[src/rtl/uart_rx_cmd_ctrl.sv]
// Sequences UART receiver bytes into 5-byte register-access frames (sync, cmd, addr, data, checksum).
// Valid frames issue a one-cycle write/read strobe; malformed, parity-corrupted or stalled frames are counted.
module uart_rx_cmd_ctrl #(
    parameter int unsigned TIMEOUT_CLKS = 1000,
    parameter logic [7:0]  SYNC_BYTE    = 8'hA5
) (
    input  logic       i_Clock,
    input  logic       i_Rst_n,
    input  logic       i_Rx_DV,
    input  logic [7:0] i_Rx_Byte,
    input  logic       i_Rx_Error,
    output logic       o_Wr_En,
    output logic       o_Rd_En,
    output logic [7:0] o_Addr,
    output logic [7:0] o_Wr_Data,
    output logic       o_Busy,
    output logic       o_Frame_Err,
    output logic [7:0] o_Err_Count
);

    typedef enum logic [2:0] {
        S_IDLE,
        S_CMD,
        S_ADDR,
        S_DATA,
        S_CHK
    } state_e;

    localparam logic [15:0] TIMEOUT_VAL = TIMEOUT_CLKS[15:0];
    localparam logic [7:0]  CMD_WR      = 8'h01;
    localparam logic [7:0]  CMD_RD      = 8'h02;

    state_e      state_q, state_d;
    logic        dv_q;
    logic [15:0] timer_q, timer_d;
    logic [7:0]  cmd_q, cmd_d;
    logic [7:0]  addr_q, addr_d;
    logic [7:0]  data_q, data_d;
    logic        wr_en_q, wr_en_d;
    logic        rd_en_q, rd_en_d;
    logic        ferr_q, ferr_d;
    logic [7:0]  out_addr_q, out_addr_d;
    logic [7:0]  out_wdata_q, out_wdata_d;
    logic [7:0]  err_cnt_q, err_cnt_d;

    logic accept;
    logic timeout;
    logic drop;

    // Only the rising edge of the DV level counts, so long DV pulses yield one byte.
    assign accept  = i_Rx_DV & ~dv_q;
    assign timeout = (state_q != S_IDLE) && (timer_q == TIMEOUT_VAL);

    always_comb begin
        state_d     = state_q;
        timer_d     = timer_q + 16'd1;
        cmd_d       = cmd_q;
        addr_d      = addr_q;
        data_d      = data_q;
        wr_en_d     = 1'b0;
        rd_en_d     = 1'b0;
        ferr_d      = 1'b0;
        out_addr_d  = out_addr_q;
        out_wdata_d = out_wdata_q;
        err_cnt_d   = err_cnt_q;
        drop        = 1'b0;

        if (state_q == S_IDLE) begin
            timer_d = '0;
        end

        // A byte arriving on the expiry cycle takes priority over the timeout.
        if (accept) begin
            timer_d = '0;
            case (state_q)
                S_IDLE: begin
                    if ((i_Rx_Byte == SYNC_BYTE) && !i_Rx_Error) begin
                        state_d = S_CMD;
                    end
                end
                S_CMD: begin
                    if (i_Rx_Error) begin
                        drop = 1'b1;
                    end else begin
                        cmd_d   = i_Rx_Byte;
                        state_d = S_ADDR;
                    end
                end
                S_ADDR: begin
                    if (i_Rx_Error) begin
                        drop = 1'b1;
                    end else begin
                        addr_d  = i_Rx_Byte;
                        state_d = S_DATA;
                    end
                end
                S_DATA: begin
                    if (i_Rx_Error) begin
                        drop = 1'b1;
                    end else begin
                        data_d  = i_Rx_Byte;
                        state_d = S_CHK;
                    end
                end
                S_CHK: begin
                    state_d = S_IDLE;
                    if (i_Rx_Error || (i_Rx_Byte != (cmd_q ^ addr_q ^ data_q))) begin
                        drop = 1'b1;
                    end else if (cmd_q == CMD_WR) begin
                        wr_en_d     = 1'b1;
                        out_addr_d  = addr_q;
                        out_wdata_d = data_q;
                    end else if (cmd_q == CMD_RD) begin
                        rd_en_d    = 1'b1;
                        out_addr_d = addr_q;
                    end else begin
                        drop = 1'b1;
                    end
                end
                default: state_d = S_IDLE;
            endcase
        end else if (timeout) begin
            drop = 1'b1;
        end

        if (drop) begin
            state_d = S_IDLE;
            ferr_d  = 1'b1;
            if (err_cnt_q != 8'hFF) begin
                err_cnt_d = err_cnt_q + 8'd1;
            end
        end
    end

    always_ff @(posedge i_Clock or negedge i_Rst_n) begin
        if (!i_Rst_n) begin
            state_q     <= S_IDLE;
            dv_q        <= 1'b0;
            timer_q     <= '0;
            cmd_q       <= '0;
            addr_q      <= '0;
            data_q      <= '0;
            wr_en_q     <= 1'b0;
            rd_en_q     <= 1'b0;
            ferr_q      <= 1'b0;
            out_addr_q  <= '0;
            out_wdata_q <= '0;
            err_cnt_q   <= '0;
        end else begin
            state_q     <= state_d;
            dv_q        <= i_Rx_DV;
            timer_q     <= timer_d;
            cmd_q       <= cmd_d;
            addr_q      <= addr_d;
            data_q      <= data_d;
            wr_en_q     <= wr_en_d;
            rd_en_q     <= rd_en_d;
            ferr_q      <= ferr_d;
            out_addr_q  <= out_addr_d;
            out_wdata_q <= out_wdata_d;
            err_cnt_q   <= err_cnt_d;
        end
    end

    assign o_Wr_En     = wr_en_q;
    assign o_Rd_En     = rd_en_q;
    assign o_Addr      = out_addr_q;
    assign o_Wr_Data   = out_wdata_q;
    assign o_Busy      = (state_q != S_IDLE);
    assign o_Frame_Err = ferr_q;
    assign o_Err_Count = err_cnt_q;

endmodule

[config.mk]
export PLATFORM = sky130hd
export DESIGN_NAME = uart_rx_cmd_ctrl
export DESIGN_NICKNAME = d
export VERILOG_FILES = /design/src/rtl/uart_rx_cmd_ctrl.sv
export SDC_FILE = /design/constraint.sdc
export NUM_CORES = 1
export LEC_CHECK = 0
export BUFFER_PORTS_ARGS = -buffer_cell sky130_fd_sc_hd__clkbuf_2
export CORE_UTILIZATION = 40
export CTS_CLUSTER_SIZE = 12
export DETAILED_ROUTE_END_ITERATION = 10
export SYNTH_ARGS = -nofsm -noshare
export SYNTH_HDL_FRONTEND = slang
export SYNTH_SLANG_ARGS = --single-unit
[constraint.sdc]
create_clock -name i_Clock -period 2.45 [get_ports i_Clock]
set_input_delay 0.245 -clock i_Clock [delete_from_list [all_inputs] [get_ports i_Clock]]
set_output_delay 0.245 -clock i_Clock [all_outputs]
set_load 0.05 [all_outputs]
==> results.py <==
metrics = {
    "clock_network": {
        "cts.sinks": 71,
        "cts_buffers": 9,
        "clock_path_buffers": 2,
        "insertion_delay_ns": 0.35,
        "root_buffer": "clkbuf_8",
        "htree_levels": 3,
        "cts_tree": "yes",
        "clkTransAtPathRegs_ns": 0.08,
    },
    "logic_synthesis": {
        "synth_area_leaders": "dfrtp_1 (55%), mux2_2 (15%), xnor2_1 (6.8%), xor2_1 (4.3%), nand3_1 (2.5%)",
        "ys_ff_latch": 71,
        "synth_top_cell_by_area": "dfrtp_1",
        "synthDistinctLibCells": 33,
        "syn-cell-area_um2": 3232,
        "synth_top_cell_area_share": 0.5497,
        "synth-seq-area-share": 0.5497,
        "synth.avg_cell_area_um2": 12.15,
        "syn_nets": 281,
        "netlist_instances": 266,
        "yosysWarnings": 0,
    },
    "power": {
        "p_clk_frac": 0.415,
        "combPwrFrac": 0.131,
        "p_seq_frac": 0.454,
        "intPower_mw": 2.046,
        "switching_share": 0.2742,
        "p_sw_mw": 0.7730,
        "p_leak_nw": 1.939,
        "irDropWorstVdd_v": 0.0005122,
        "pwr_density_cell_nw_per_um2": 711.9,
        "finalPower_mw": 2.819,
    },
    "status": {
        "status": "completed",
    },
    "placement": {
        "place.gp.congestion": 0.7551,
        "pre_cts_ws_ns": 0.03591,
        "dpl.hpwl_mm": 4.443,
        "placed_cells": 411,
        "io_buffers": 39,
        "dpl-instance-area_um2": 3620,
    },
    "floorplanning": {
        "fp.dieW_um": 91.89,
        "initial_core_util": 0.4161,
        "ios": 40,
        "core-area_um2": 7767,
        "die-area_um2": 8443,
        "die_h_um": 91.89,
        "rows": 32,
    },
    "timing": {
        "rsz0062_at_grt": "yes",
        "finalMaxSlewViolations": 0,
        "fin_setup_tns_ns": 0,
        "layout_min_cycle_time_ns": 2.367,
        "report.final.setup_viol": 0,
        "hold_viol_final": 0,
        "relSlewSlack": 0.6320,
        "post-route-worst-setup-slack_ns": 0.08277,
        "max_freq_mhz": 422.4,
        "holdWs_ns": 0.02561,
        "tightest_slew_ns": 0.5504,
        "finClkSkew_ns": 0.01171,
        "fin_crit_sh": 0.9662,
    },
    "critical_path": {
        "crit_required_ns": 2.69,
        "rrSetupSlack_ns": 0.08,
        "worst_r2r_path_depth": 7,
        "worstReg2RegStart": "addr_q[5]",
        "worstSetupPathType": "flip-flop to flip-flop",
        "crit_fanout": 4,
        "arrival_ns": 2.61,
        "r2r_end": "o_Wr_Data[6]",
        "start_kind": "flip-flop",
        "endpoint_kind": "flip-flop",
    },
    "routing": {
        "wirelength_mm": 6.521,
        "drc": 0,
        "drt-pass1-iter-count": 4,
        "drt_iter0_markers": 90,
        "vias": 2192,
        "ant_nets": 0,
        "wl_per_cell_um": 15.03,
        "vias_per_cell": 5.051,
    },
    "min_path": {
        "min_path_type": "input pin to flip-flop",
        "hp-start": "i_Rx_DV",
        "hold_depth": 1,
        "hold_end": "dv_q",
    },
    "cells_and_area": {
        "layout.area.seq_um2": 1777,
        "drive_above_1_share": 0.3584,
        "antenna_cells": 0,
        "layout.nets": 342,
        "area_delta_synth_final_pct": 22.53,
        "final_cells": 434,
        "final_core_util": 0.5098,
        "multi_input_area_um2": 1461,
        "fill_cells": 709,
        "final_area_um2": 3960,
    },
    "grt": {
        "antenna_found_initial": 0,
        "grt_pass1_wl_mm": 10.98,
        "track_usage": 0.1682,
        "overflow": 0,
        "grt_pass1_vias": 2204,
        "grt_max_degree": 63,
    },
    "job": {
        "cap_viol_max_count": 0,
    },
}
[critical path: stages, from the launching register on]
cell     delay [ns]
dfrtp_1        0.43
xnor2_2        0.16
xnor2_1        0.13
nor4_1         0.28
nand3_1        0.14
or4_4          0.60
nor2_4         0.17
mux2_2         0.35
[metal layers]
metal / vias up / GRT usage / part of all wire
li1: 1053 / - / -
met5: - / 0 / 0
met3: 10 / 0.03400 / 0.027
met1: 1096 / 0.2348 / 0.49
met4: 0 / 0.07943 / 0.013
met2: 33 / 0.2506 / 0.47
[cells by family after synthesis]
logic type / count (synthesis) / share of synthesized area
and+or+nand+nor: 84 / 0.1402
adders and majority gates: 3 / 0.01162
AOI/OAI and AO/OA: 15 / 0.02904
DFF: 71 / 0.5497
buffers and inverters: 10 / 0.01200
muxes: 42 / 0.1463
xor gates and xnor gates: 41 / 0.1111
[registers in the layout, summed over array words and instances (netlist names), 3 cells and up]
signal	flops
cmd_q	8
o_Err_Count	8
timer_q	16
data_q	8
o_Addr	8
o_Wr_Data	8
state_q	3
addr_q	8
[worst max path at each step]
stage               cells past startpoint        from  slack (ns)             end
floorplan                               9  state_q[2]        0.14  o_Err_Count[7]
global placement                        7    cmd_q[2]        0.05    o_Wr_Data[5]
detailed placement                      7    cmd_q[2]        0.04    o_Wr_Data[4]
CTS                                     7    cmd_q[2]        0.03    o_Wr_Data[4]
global route                            7   addr_q[5]       -0.03    o_Wr_Data[4]
finish                                  7   addr_q[5]        0.08    o_Wr_Data[6]
[what timing repair did]
item,in CTS,in global routing
gates resized for setup,0,4
setup endpoints to repair,0,10
setup buffers,0,5
hold buffers,1,0
endpoints found under the hold margin,9,0
[synthesized netlist by cell type, drive strengths merged]
library cell	instances
dfrtp	71
mux2	42
xnor2	25
nor2	20
nand3	16
xor2	16
nand2	14
and3	6
a21oi	5
inv	5
clkbuf	4
nor3	4
nor4	4
o21ai	4
ha	3
nand2b	3
nand4	3
nor2b	3
or3	3
a31oi	2
nor4b	2
o31a	2
a41oi	1
and3b	1
and4	1
buf	1
nand3b	1
o41ai	1
or2b	1
or4	1
or4b	1
[final cells by class]
| type | count | area share |
|---|---|---|
| Sequential cell | 71 | 0.4487 |
| Multi-Input combinational cell | 186 | 0.3690 |
| Timing Repair Buffer | 54 | 0.08152 |
| Clock buffer | 10 | 0.03476 |
| Tap cell | 102 | 0.03223 |
| Clock inverter | 6 | 0.02907 |
| Inverter | 5 | 0.004739 |
[cells in the final DEF (no fill, tap or decap), drive strengths merged, types with 2 or more instances in the layout]
| master | n |
|---|---|
| buf | 15 |
| o21ai | 4 |
| nor4b | 2 |
| nand2b | 3 |
| nor2b | 3 |
| inv | 7 |
| xor2 | 16 |
| bufinv | 3 |
| and3 | 6 |
| or3 | 3 |
| nor3 | 4 |
| nand4 | 3 |
| ha | 3 |
| xnor2 | 25 |
| nand3 | 16 |
| mux2 | 42 |
| a21oi | 5 |
| a31oi | 2 |
| o31a | 2 |
| nand2 | 14 |
| nor4 | 4 |
| nor2 | 21 |
| dfrtp | 71 |
| clkbuf | 48 |
[power groups by stage]
stage	clock (mW)	sequential, mW	combinational [mW]
final	1.17	1.28	0.370
after global routing	1.25	1.29	0.398
after CTS	1.20	1.28	0.370
after detailed placement	0	1.30	0.368
after global placement	0	1.30	0.366
after floorplan	0	1.44	0.105
No activity file was read; power rests on OpenSTA's default activity.
